<file path="src/rtl/hud_stats_if.sv">
// hud_stats_if
//  Bundles the HUD statistics block's game-event inputs, the score-add
//  ready/valid handshake and the packed display outputs.
//  master : game logic / testbench side (drives events and score requests)
//  slave  : hud_stats_ctrl side (drives displays, scoreReady and phase flags)
interface hud_stats_if #(
  parameter int SCORE_DIGITS = 3
);
  logic                      startGame;
  logic                      oneSecPulse;
  logic                      levelUp;
  logic                      lifeLost;
  logic                      lifeGained;
  logic                      scoreValid;
  logic [3:0]                scoreAmount;
  logic                      scoreReady;
  logic [3:0]                livesDisplay;
  logic [7:0]                levelDisplay;
  logic [4*SCORE_DIGITS-1:0] scoreDisplay;
  logic [3:0]                countdownDisplay;
  logic                      playEnable;
  logic                      gameOver;

  modport master (
    output startGame, oneSecPulse, levelUp, lifeLost, lifeGained,
           scoreValid, scoreAmount,
    input  scoreReady, livesDisplay, levelDisplay, scoreDisplay,
           countdownDisplay, playEnable, gameOver
  );

  modport slave (
    input  startGame, oneSecPulse, levelUp, lifeLost, lifeGained,
           scoreValid, scoreAmount,
    output scoreReady, livesDisplay, levelDisplay, scoreDisplay,
           countdownDisplay, playEnable, gameOver
  );
endinterface

</file>
<file path="src/rtl/hud_stats_ctrl.sv">
// hud_stats_ctrl
//  Owns the HUD game statistics (lives, BCD level, BCD score, pre-level
//  countdown), runs the IDLE/COUNTDOWN/PLAY/OVER game-phase FSM and performs
//  a digit-serial BCD score add behind a ready/valid handshake.
//  Ports:
//   clk   - system clock
//   reset - asynchronous, active-high reset
//   bus   - hud_stats_if.slave: event pulses, score request, display outputs
//  All outputs come straight from flops.
module hud_stats_ctrl #(
  parameter int SCORE_DIGITS    = 3,
  parameter int INIT_LIVES      = 3,
  parameter int MAX_LIVES       = 9,
  parameter int COUNTDOWN_START = 5
) (
  input  logic        clk,
  input  logic        reset,
  hud_stats_if.slave  bus
);
  localparam int SW = 4 * SCORE_DIGITS;
  localparam int IW = (SCORE_DIGITS > 1) ? $clog2(SCORE_DIGITS) : 1;

  typedef enum logic [1:0] {IDLE, COUNTDOWN, PLAY, OVER} state_e;

  localparam logic [SW-1:0] SCORE_MAX = {SCORE_DIGITS{4'h9}};

  state_e          state_q, state_d;
  logic [3:0]      lives_q, lives_d;
  logic [7:0]      level_q, level_d;
  logic [SW-1:0]   score_q, score_d;
  logic [3:0]      cnt_q, cnt_d;
  // adder working state
  logic            busy_q, busy_d;
  logic [IW-1:0]   idx_q, idx_d;
  logic            carry_q, carry_d;
  logic [3:0]      amt_q, amt_d;
  logic [SW-1:0]   work_q, work_d;
  // registered outputs
  logic            ready_q, ready_d;
  logic            play_q, play_d;
  logic            over_q, over_d;

  logic [3:0]      dig;
  logic [4:0]      sum;
  logic [3:0]      new_dig;
  logic            new_carry;

  always_comb begin
    state_d   = state_q;
    lives_d   = lives_q;
    level_d   = level_q;
    score_d   = score_q;
    cnt_d     = cnt_q;
    busy_d    = busy_q;
    idx_d     = idx_q;
    carry_d   = carry_q;
    amt_d     = amt_q;
    work_d    = work_q;
    dig       = '0;
    sum       = '0;
    new_dig   = '0;
    new_carry = 1'b0;

    // One BCD digit per cycle, units first. Runs regardless of game phase so
    // an add started in PLAY still commits after the phase changes.
    if (busy_q) begin
      dig = work_q[idx_q*4 +: 4];
      sum = 5'(dig) + 5'(carry_q) + ((idx_q == '0) ? 5'(amt_q) : 5'd0);
      if (sum > 5'd9) begin
        new_dig   = 4'(sum - 5'd10);
        new_carry = 1'b1;
      end else begin
        new_dig   = sum[3:0];
        new_carry = 1'b0;
      end
      work_d[idx_q*4 +: 4] = new_dig;
      carry_d              = new_carry;
      if (idx_q == IW'(SCORE_DIGITS - 1)) begin
        busy_d  = 1'b0;
        // carry out of the top digit means overflow: pin at all nines
        score_d = new_carry ? SCORE_MAX : work_d;
      end else begin
        idx_d = idx_q + 1'b1;
      end
    end else if (ready_q && bus.scoreValid) begin
      busy_d  = 1'b1;
      idx_d   = '0;
      carry_d = 1'b0;
      work_d  = score_q;
      amt_d   = (bus.scoreAmount > 4'd9) ? 4'd9 : bus.scoreAmount;
    end

    case (state_q)
      COUNTDOWN: begin
        if (bus.oneSecPulse) begin
          if (cnt_q == 4'd0) state_d = PLAY;
          else               cnt_d   = cnt_q - 4'd1;
        end
      end
      PLAY: begin
        if (bus.lifeLost) begin
          // lifeLost wins over levelUp; paired with lifeGained it cancels out
          if (!bus.lifeGained) begin
            if (lives_q <= 4'd1) begin
              lives_d = 4'd0;
              state_d = OVER;
            end else begin
              lives_d = lives_q - 4'd1;
            end
          end
        end else begin
          if (bus.lifeGained && (lives_q < 4'(MAX_LIVES)))
            lives_d = lives_q + 4'd1;
          if (bus.levelUp) begin
            if (level_q != 8'h99) begin
              if (level_q[3:0] == 4'h9) level_d = {level_q[7:4] + 4'd1, 4'h0};
              else                      level_d = {level_q[7:4], level_q[3:0] + 4'd1};
            end
            cnt_d   = 4'(COUNTDOWN_START);
            state_d = COUNTDOWN;
          end
        end
      end
      default: ; // IDLE / OVER wait for startGame
    endcase

    // startGame overrides everything, including any in-flight add
    if (bus.startGame) begin
      state_d = COUNTDOWN;
      lives_d = 4'(INIT_LIVES);
      level_d = 8'h01;
      score_d = '0;
      cnt_d   = 4'(COUNTDOWN_START);
      busy_d  = 1'b0;
    end

    ready_d = (state_d == PLAY) && !busy_d;
    play_d  = (state_d == PLAY);
    over_d  = (state_d == OVER);
  end

  always_ff @(posedge clk or posedge reset) begin
    if (reset) begin
      state_q <= IDLE;
      lives_q <= 4'(INIT_LIVES);
      level_q <= 8'h01;
      score_q <= '0;
      cnt_q   <= 4'(COUNTDOWN_START);
      busy_q  <= 1'b0;
      idx_q   <= '0;
      carry_q <= 1'b0;
      amt_q   <= '0;
      work_q  <= '0;
      ready_q <= 1'b0;
      play_q  <= 1'b0;
      over_q  <= 1'b0;
    end else begin
      state_q <= state_d;
      lives_q <= lives_d;
      level_q <= level_d;
      score_q <= score_d;
      cnt_q   <= cnt_d;
      busy_q  <= busy_d;
      idx_q   <= idx_d;
      carry_q <= carry_d;
      amt_q   <= amt_d;
      work_q  <= work_d;
      ready_q <= ready_d;
      play_q  <= play_d;
      over_q  <= over_d;
    end
  end

  assign bus.scoreReady       = ready_q;
  assign bus.livesDisplay     = lives_q;
  assign bus.levelDisplay     = level_q;
  assign bus.scoreDisplay     = score_q;
  assign bus.countdownDisplay = cnt_q;
  assign bus.playEnable       = play_q;
  assign bus.gameOver         = over_q;
endmodule

</file>
<file path="src/flat_wrapper.sv">
// flat-port wrapper written by rule: the top's interface ports become plain ports
module hud_stats_ctrl_flat 
#(
  parameter int SCORE_DIGITS    = 3,
  parameter int INIT_LIVES      = 3,
  parameter int MAX_LIVES       = 9,
  parameter int COUNTDOWN_START = 5
)
  (clk, reset, bus_startGame, bus_oneSecPulse, bus_levelUp, bus_lifeLost, bus_lifeGained, bus_scoreValid, bus_scoreAmount, bus_scoreReady, bus_livesDisplay, bus_levelDisplay, bus_scoreDisplay, bus_countdownDisplay, bus_playEnable, bus_gameOver);
  hud_stats_if #(.SCORE_DIGITS(SCORE_DIGITS)) bus_i ();
  input  logic clk;
  input  logic reset;
  input wire logic [$bits(bus_i.startGame)-1:0] bus_startGame;
  input wire logic [$bits(bus_i.oneSecPulse)-1:0] bus_oneSecPulse;
  input wire logic [$bits(bus_i.levelUp)-1:0] bus_levelUp;
  input wire logic [$bits(bus_i.lifeLost)-1:0] bus_lifeLost;
  input wire logic [$bits(bus_i.lifeGained)-1:0] bus_lifeGained;
  input wire logic [$bits(bus_i.scoreValid)-1:0] bus_scoreValid;
  input wire logic [$bits(bus_i.scoreAmount)-1:0] bus_scoreAmount;
  output wire logic [$bits(bus_i.scoreReady)-1:0] bus_scoreReady;
  output wire logic [$bits(bus_i.livesDisplay)-1:0] bus_livesDisplay;
  output wire logic [$bits(bus_i.levelDisplay)-1:0] bus_levelDisplay;
  output wire logic [$bits(bus_i.scoreDisplay)-1:0] bus_scoreDisplay;
  output wire logic [$bits(bus_i.countdownDisplay)-1:0] bus_countdownDisplay;
  output wire logic [$bits(bus_i.playEnable)-1:0] bus_playEnable;
  output wire logic [$bits(bus_i.gameOver)-1:0] bus_gameOver;
  assign bus_i.startGame = bus_startGame;
  assign bus_i.oneSecPulse = bus_oneSecPulse;
  assign bus_i.levelUp = bus_levelUp;
  assign bus_i.lifeLost = bus_lifeLost;
  assign bus_i.lifeGained = bus_lifeGained;
  assign bus_i.scoreValid = bus_scoreValid;
  assign bus_i.scoreAmount = bus_scoreAmount;
  assign bus_scoreReady = bus_i.scoreReady;
  assign bus_livesDisplay = bus_i.livesDisplay;
  assign bus_levelDisplay = bus_i.levelDisplay;
  assign bus_scoreDisplay = bus_i.scoreDisplay;
  assign bus_countdownDisplay = bus_i.countdownDisplay;
  assign bus_playEnable = bus_i.playEnable;
  assign bus_gameOver = bus_i.gameOver;
  hud_stats_ctrl #(.SCORE_DIGITS(SCORE_DIGITS), .INIT_LIVES(INIT_LIVES), .MAX_LIVES(MAX_LIVES), .COUNTDOWN_START(COUNTDOWN_START)) u_core (.clk(clk), .reset(reset), .bus(bus_i));
endmodule
</file>
<file path="config.mk">
export PLATFORM = sky130hd
export DESIGN_NAME = hud_stats_ctrl_flat
export DESIGN_NICKNAME = d
export VERILOG_FILES = /design/src/rtl/hud_stats_if.sv /design/src/rtl/hud_stats_ctrl.sv /design/src/flat_wrapper.sv
export SDC_FILE = /design/constraint.sdc
export NUM_CORES = 1
export LEC_CHECK = 0
export BUFFER_PORTS_ARGS = -buffer_cell sky130_fd_sc_hd__buf_4
export CORE_ASPECT_RATIO = 0.6
export CORE_MARGIN = 2
export CORE_UTILIZATION = 45
export DETAILED_ROUTE_END_ITERATION = 12
export HOLD_SLACK_MARGIN = 0.05
export SETUP_SLACK_MARGIN = 0.4
export SYNTH_ARGS = -nofsm -noshare
export SYNTH_HDL_FRONTEND = slang
export SYNTH_SLANG_ARGS = --single-unit
</file>
<file path="constraint.sdc">
create_clock -name clk -period 4.1 [get_ports clk]
set_input_delay 0.205 -clock clk [delete_from_list [all_inputs] [get_ports clk]]
set_output_delay 0.205 -clock clk [all_outputs]
set_load 0.01 [all_outputs]
</file>
==> flow_summary.ini, run 1 <==
[layout]
fillers = 657
multi_input_area_um2 = 1810
final_area_um2 = 3840
layout_commonest_cell = dfrtp_1
seq_area_um2 = 1330
drive_gt1_frac = 0.174
nNetsFinal = 427
area.growth.synth_to_final_pct = 16.3
antenna_cells = 0
most-common-layout-cells = 47 x dfrtp_1, 45 x buf_4, 35 x o21ai_0, 27 x nor2_1, 25 x inv_1
fin_cells = 487

[die]
fp-row-count = 24
initial_core_util = 0.460
dieArea_um2 = 8060
die_w_um = 115
io_pins = 43
die_h_um = 70.3
core_area_um2 = 7180

[synth]
seq_area_frac_synth = 0.404
yosysWarningCount = 0
synth_xor_area_frac = 0.0129
async_flop_share = 1.00
synth_top_area_cell = dfrtp_1
syn_area_um2 = 3300
yosys-top-cells-area = dfrtp_1 36%, ha_1 6.8%, o21ai_0 5.3%
synth_adder_area_share = 0.0804
syn_area_per_cell_um2 = 9.27
muxShareOfSynthArea = 0.0246
synth_compound_area_frac = 0.243
synthSimpleGateAreaFrac = 0.185
synth_edf_count = 0
ys_types = 60
ys_ff_latch = 53
netlist_instances = 356
syn_nets = 388
yosys_most_used_dff = dfrtp_1
synth_top_family_by_area = compound AO/OA/AOI/OAI gates
synth_top_area_frac = 0.364

[critical_path]
critPathRequiredTime_ns = 4.33
critPathLaunchType = flop
critPathKind = flop to flop
cp_max_fo = 11
worst_ep_arrival_time_ns = 3.64
reg2reg_setup_slack_ns = 0.69
cp-end-kind = flop
rr_startpoint = u_core.idx_q[0]
crit_path_start = u_core.idx_q[0]

[power]
seq_power_share = 0.437
p_sw_frac = 0.349
power_density_nw_per_um2 = 418
p_sw_uw = 559
combPwrFrac = 0.301
p_int_uw = 1050
p_leak_uw = 0.00177
pwr-share-clk = 0.262
ir_drop_mv = 0.251

[clock_tree]
postCtsHoldBufs = 0
root_buffer = clkbuf_16
cts_tree = done
clock-sinks = 53
clk_latency_ns = 0.30
ctsResizeCount = 0
cts.clk_slew.worst_paths_ns = 0.07
postCtsSetupBuffers = 0
clk_path_buf_depth = 2
htreeDepth = 2
cts_buffers = 5

[global_routing]
grt_pass1_wl_mm = 13.4
grt_pass1_vias = 2538
grtUsageTotal = 0.217
overflow = 0
grt_max_degree = 54
antenna_found_initial = 0

[sta]
finalCriticalPeriod_ns = 3.41
hold_viol_final = 0
fin_setup_tns_ns = 0
fmax_ghz = 0.293
final-setup-viol-count = 0
slew_violations = 0
finalWorstSetupSlack_ns = 0.692
relSlewSlack = 0.268
holdWs_ns = 0.0906
finalCritPeriodShare = 0.831
skew_ns = 0.00630
worst_pin_slew_ns = 1.09
grt_setup_unrepaired = no

[placement]
place_congestion = 0.912
hpwl_mm = 6.16
place_inst = 479
numPortBuffers = 42
place_area_um2 = 3680
preCtsSetupSlack_ns = 0.617

[detailed_routing]
route.detailed.drc = 0
routed_via_density = 5.89
dr.pass1.iters = 6
drt_wl_total_mm = 8.24
drtIter0Drc = 271
ant_nets = 0
dr_total_vias = 2867
wl_per_cell_um = 16.9

[run]
drv_cap = 0

[hold_path]
hold_class = input port to asynchronous set/reset pin

[status]
status = finished clean
## path summary, 6_finish.rpt
path | depth (start not counted) | end
worst max-delay path | 10 | u_core.bus.scoreDisplay[6]
worst min-delay path | 3 | u_core.bus.levelDisplay[7]
worst max register to register | 10 | u_core.bus.scoreDisplay[6]
worst min register to register | 1 | u_core.bus.scoreDisplay[9]
max in group asynchronous | 3 | u_core.idx_q[0]
min in group clk | 2 | u_core.amt_q[0]
## metrics by stage
step / util / power (µW)
final: 0.535 / 1600
after global routing: 0.535 / 1710
after CTS: 0.533 / 1610
after detailed placement: 0.513 / 1180
after global placement: 0.513 / 1170
after floorplan: - / 1020
## power by group through the flow
stage          Sequential, µW  Combinational (µW)  Clock (µW)
2_1_floorplan             686                 335           0
3_3_place_gp              706                 468           0
3_5_place_dp              704                 474           0
4_1_cts                   696                 476         435
5_1_grt                   711                 541         461
6_report                  701                 483         421
## critical path: stages (launching register included)
cell and delay (ns):
dfrtp_2 0.50, inv_1 0.14, ha_1 0.35, inv_1 0.22, nor2_1 0.12, fa_1 0.49
a21o_1 0.22, a21o_1 0.29, or3_1 0.50, nor3_1 0.29, a221o_1 0.23
## synth_stat cells (2+ instances only)
cell type	count
a211oi_1	10
buf_2	2
o21ai_0	35
or4_1	2
a222oi_1	3
nor3_1	8
clkbuf_1	9
nor2b_1	6
nor4_1	3
o31ai_1	4
and2_1	6
dfstp_2	5
xnor2_1	3
mux2i_1	7
nand3b_1	6
fa_1	2
inv_1	26
a31oi_1	3
ha_1	18
a211o_1	3
a221o_1	4
nand2b_1	10
o211ai_1	2
buf_6	2
o2111ai_1	2
or3_1	5
and3_1	4
a22oi_1	11
a21oi_1	19
nor2_1	27
nand3_1	5
a21o_1	4
nand2_1	23
nand4bb_1	2
dfrtp_1	48
a211oi_2	3
## sequential cells by signal, indices dropped and copies added, names as in the netlist
signal and count:
u_core.bus.scoreDisplay 12, u_core.work_q 12, u_core.bus.gameOver 1, u_core.bus.playEnable 1, u_core.bus.scoreReady 1, u_core.state_q 2, u_core.bus.levelDisplay 8, u_core.carry_q 1
u_core.bus.countdownDisplay 4, u_core.busy_q 1, u_core.bus.livesDisplay 4, u_core.amt_q 4, u_core.idx_q 2
## logic make-up after synthesis
group | Yosys count
multiplexers | 8
buffers and inverters | 40
flip-flops | 53
adder cells (fa/ha/maj) | 20
AO/OA/AOI/OAI | 117
AND/OR/NAND/NOR | 114
XOR/XNOR | 4
## layer usage
metal  part of all wire  global-route usage  wire [µm]  up-vias
met5                  0                   0          0        -
met4              0.012              0.0610         95        0
met3               0.11              0.0703        868       11
met2               0.34               0.248       2830      131
met1               0.54               0.366       4450     1338
li1                   -                   -          -     1387
## cell type report
class / instances / share of cell area
clock buffers: 6 / 0.0336
clock inverters: 2 / 0.00359
inverters: 27 / 0.0264
multi-input cells: 263 / 0.471
flip-flops and latches: 53 / 0.348
well taps: 91 / 0.0297
repair buffers: 45 / 0.0881
Power figures use the tool's default switching activity.
==> run 2: changes to the inputs <==
--- a/config.mk
+++ b/config.mk
@@ -5,6 +5,7 @@
 export SDC_FILE = /design/constraint.sdc
 export NUM_CORES = 1
 export LEC_CHECK = 0
+export ABC_AREA = 1
 export BUFFER_PORTS_ARGS = -buffer_cell sky130_fd_sc_hd__buf_4
 export CORE_ASPECT_RATIO = 0.6
 export CORE_MARGIN = 2
==> constraint.sdc (replaced) <==
create_clock -name clk -period 3.45 [get_ports clk]
set_input_delay 0.1725 -clock clk [delete_from_list [all_inputs] [get_ports clk]]
set_output_delay 0.1725 -clock clk [all_outputs]
set_load 0.01 [all_outputs]
==> run 2 against run 1 <==
Effect of this change:
- utilization rose by 2.3 points
- largest power group is now combinational cells
- critical path type unchanged
- critical path depth is 3 higher
- sequential share of layout area grew 0.62 points
- synthesized cell count up 16%
- sequential power rose by 40%
- clock power grew 21%
==> flow_summary.ini, run 2 <==
[critical_path]
rr_startpoint = u_core.idx_q[0]
worst_ep_arrival_time_ns = 3.07
critPathLaunchType = flop
critPathKind = flop to flop
cp-end-kind = flop
cp_max_fo = 10
reg2reg_to = u_core.bus.scoreDisplay[1]
reg2reg_setup_slack_ns = 0.61
reg2regPathDepth = 13
critPathRequiredTime_ns = 3.68

[layout]
multi_input_area_um2 = 1600
seq_area_um2 = 1340
nNetsFinal = 494
fillers = 649
most-common-layout-cells = 126 x nand2_1, 57 x inv_1, 46 x buf_4, 46 x dfrtp_1, 36 x o21ai_0
drive_gt1_frac = 0.168
layout_commonest_cell = nand2_1
antenna_cells = 0
area.growth.synth_to_final_pct = 18.1

[placement]
hpwl_mm = 5.95
place_congestion = 0.887
preCtsSetupSlack_ns = 0.476
numPortBuffers = 42

[global_routing]
antenna_found_initial = 0
grt_pass1_vias = 2585
grtUsageTotal = 0.210
grt_pass1_wl_mm = 13.2
overflow = 0
grt_max_degree = 38

[die]
die_h_um = 69.3
fp-row-count = 23
io_pins = 43
dieArea_um2 = 7810
die_w_um = 113
initial_core_util = 0.473
core_area_um2 = 6760

[sta]
grt_setup_unrepaired = no
worst_pin_slew_ns = 0.779
finalWorstSetupSlack_ns = 0.611
holdWs_ns = 0.0280
relSlewSlack = 0.480
fin_setup_tns_ns = 0
finalCriticalPeriod_ns = 2.84
finalCritPeriodShare = 0.823
final-setup-viol-count = 0
fmax_ghz = 0.352
hold_viol_final = 0
skew_ns = 0.00680
slew_violations = 0

[hold_path]
hold_class = input port to asynchronous set/reset pin

[detailed_routing]
dr.pass1.iters = 4
ant_nets = 0
top_layer = met4
drtIter0Drc = 237
wl_per_cell_um = 14.4
wirelength_met1_mm = 4.32
drt_wl_total_mm = 7.94
route.detailed.drc = 0
routed_via_density = 5.18
dr_wl_met3_um = 659
met2_length_mm = 2.91
dr_total_vias = 2851

[synth]
synth_edf_count = 0
seq_area_frac_synth = 0.417
yosys_most_used_dff = dfrtp_1
ys_ff_latch = 53
syn_area_um2 = 3200
synth_top_area_frac = 0.376
synth_top_area_cell = dfrtp_1
syn_nets = 446
netlist_instances = 414
ys_types = 38
synth_most_common_cell = nand2_1
yosysWarningCount = 0
syn_area_per_cell_um2 = 7.72
synthTopCellsByCount = 126 x nand2_1, 59 x inv_1, 48 x dfrtp_1
yosys-top-cells-area = dfrtp_1 38%, nand2_1 15%, ha_1 7.0%
async_flop_share = 1.00

[power]
p_sw_frac = 0.458
p_int_uw = 1720
pwr-share-clk = 0.161
p_sw_uw = 1450
seq_power_share = 0.308
combPwrFrac = 0.530
p_leak_uw = 0.00200
ir_drop_mv = 0.367
power_density_nw_per_um2 = 841

[clock_tree]
root_buffer = clkbuf_16
cts.clk_slew.worst_paths_ns = 0.07
cts_buffers = 5
cts_tree = done
clock-sinks = 53
postCtsHoldBufs = 0
clk_latency_ns = 0.30
htreeDepth = 2
clk_path_buf_depth = 2

[run]
drv_cap = 0

[status]
status = finished clean
[run 2: cell types whose count changed after synthesis, sizes merged, moves of 6 or more]
cell    before  now
a22oi       11    1
mux2i        7    0
and2         6    0
inv         26   62
nand3b       6    0
clkbuf       9    1
a211oi      13    0
nand2       23  132
nand2b      10    0
nor2        27   20
nand3        5   31
[run 2: power by group through the flow]
stage                     clock network [µW]  registers (µW)  logic [µW]
after detailed placement                   0             981        1640
after global placement                     0             976        1620
after global routing                     551            1010        1900
after CTS                                527             970        1650
final                                    511             978        1680
after floorplan                            0             964        1220
[run 2: final cells by class]
type	instances	share of cell area
clock buffers	8	0.0388
inverters	63	0.0637
multi-input cells	293	0.423
flip-flops and latches	53	0.354
well taps	87	0.0289
repair buffers	46	0.0915
[run 2: logic make-up after synthesis]
family	after synthesis	share of synthesized area
xor+xnor	4	0.0133
fa+ha+maj	20	0.0830
simple gates	195	0.267
flops	53	0.417
buf+inv	68	0.0842
compound gates	74	0.135
[run 2: metrics by stage]
step,area [µm²],power [µW],instances,utilization
after floorplan,3200,2180,414,-
after global placement,3610,2600,541,0.534
after detailed placement,3610,2620,541,0.534
after CTS,3760,3150,549,0.555
after global routing,3770,3460,550,0.558
final,3770,3170,550,0.558
[run 2: repair_timing]
action | CTS | global route
hold endpoints to repair | 0 | 0
resized for setup | 0 | 5
setup buffers | 0 | 1
setup endpoints to repair | 0 | 20
[run 2: worst max path at each step]
stage / end / from / cells after the start
floorplan: u_core.bus.scoreDisplay[1] / u_core.idx_q[0] / 15
global placement: u_core.bus.scoreDisplay[1] / u_core.idx_q[0] / 13
detailed placement: u_core.bus.scoreDisplay[2] / u_core.idx_q[0] / 13
CTS: u_core.bus.scoreDisplay[1] / u_core.idx_q[0] / 13
global route: u_core.bus.scoreDisplay[2] / u_core.idx_q[1] / 15
finish: u_core.bus.scoreDisplay[1] / u_core.idx_q[0] / 13
[run 2: layer usage]
layer,global-route usage,vias up
li1,-,1442
met1,0.360,1318
met2,0.257,84
met3,0.0490,7
met4,0.0407,0
met5,0,-
[run 2: critical path: stages (launching register included)]
cell	delay, ns
dfrtp_2	0.47
clkinvlp_4	0.11
ha_2	0.22
nand2_1	0.09
fa_1	0.39
inv_1	0.11
fa_1	0.47
inv_1	0.13
nand2_2	0.09
nand3_4	0.13
nand2_4	0.12
nor3_4	0.27
nand2_1	0.09
nand2_1	0.07
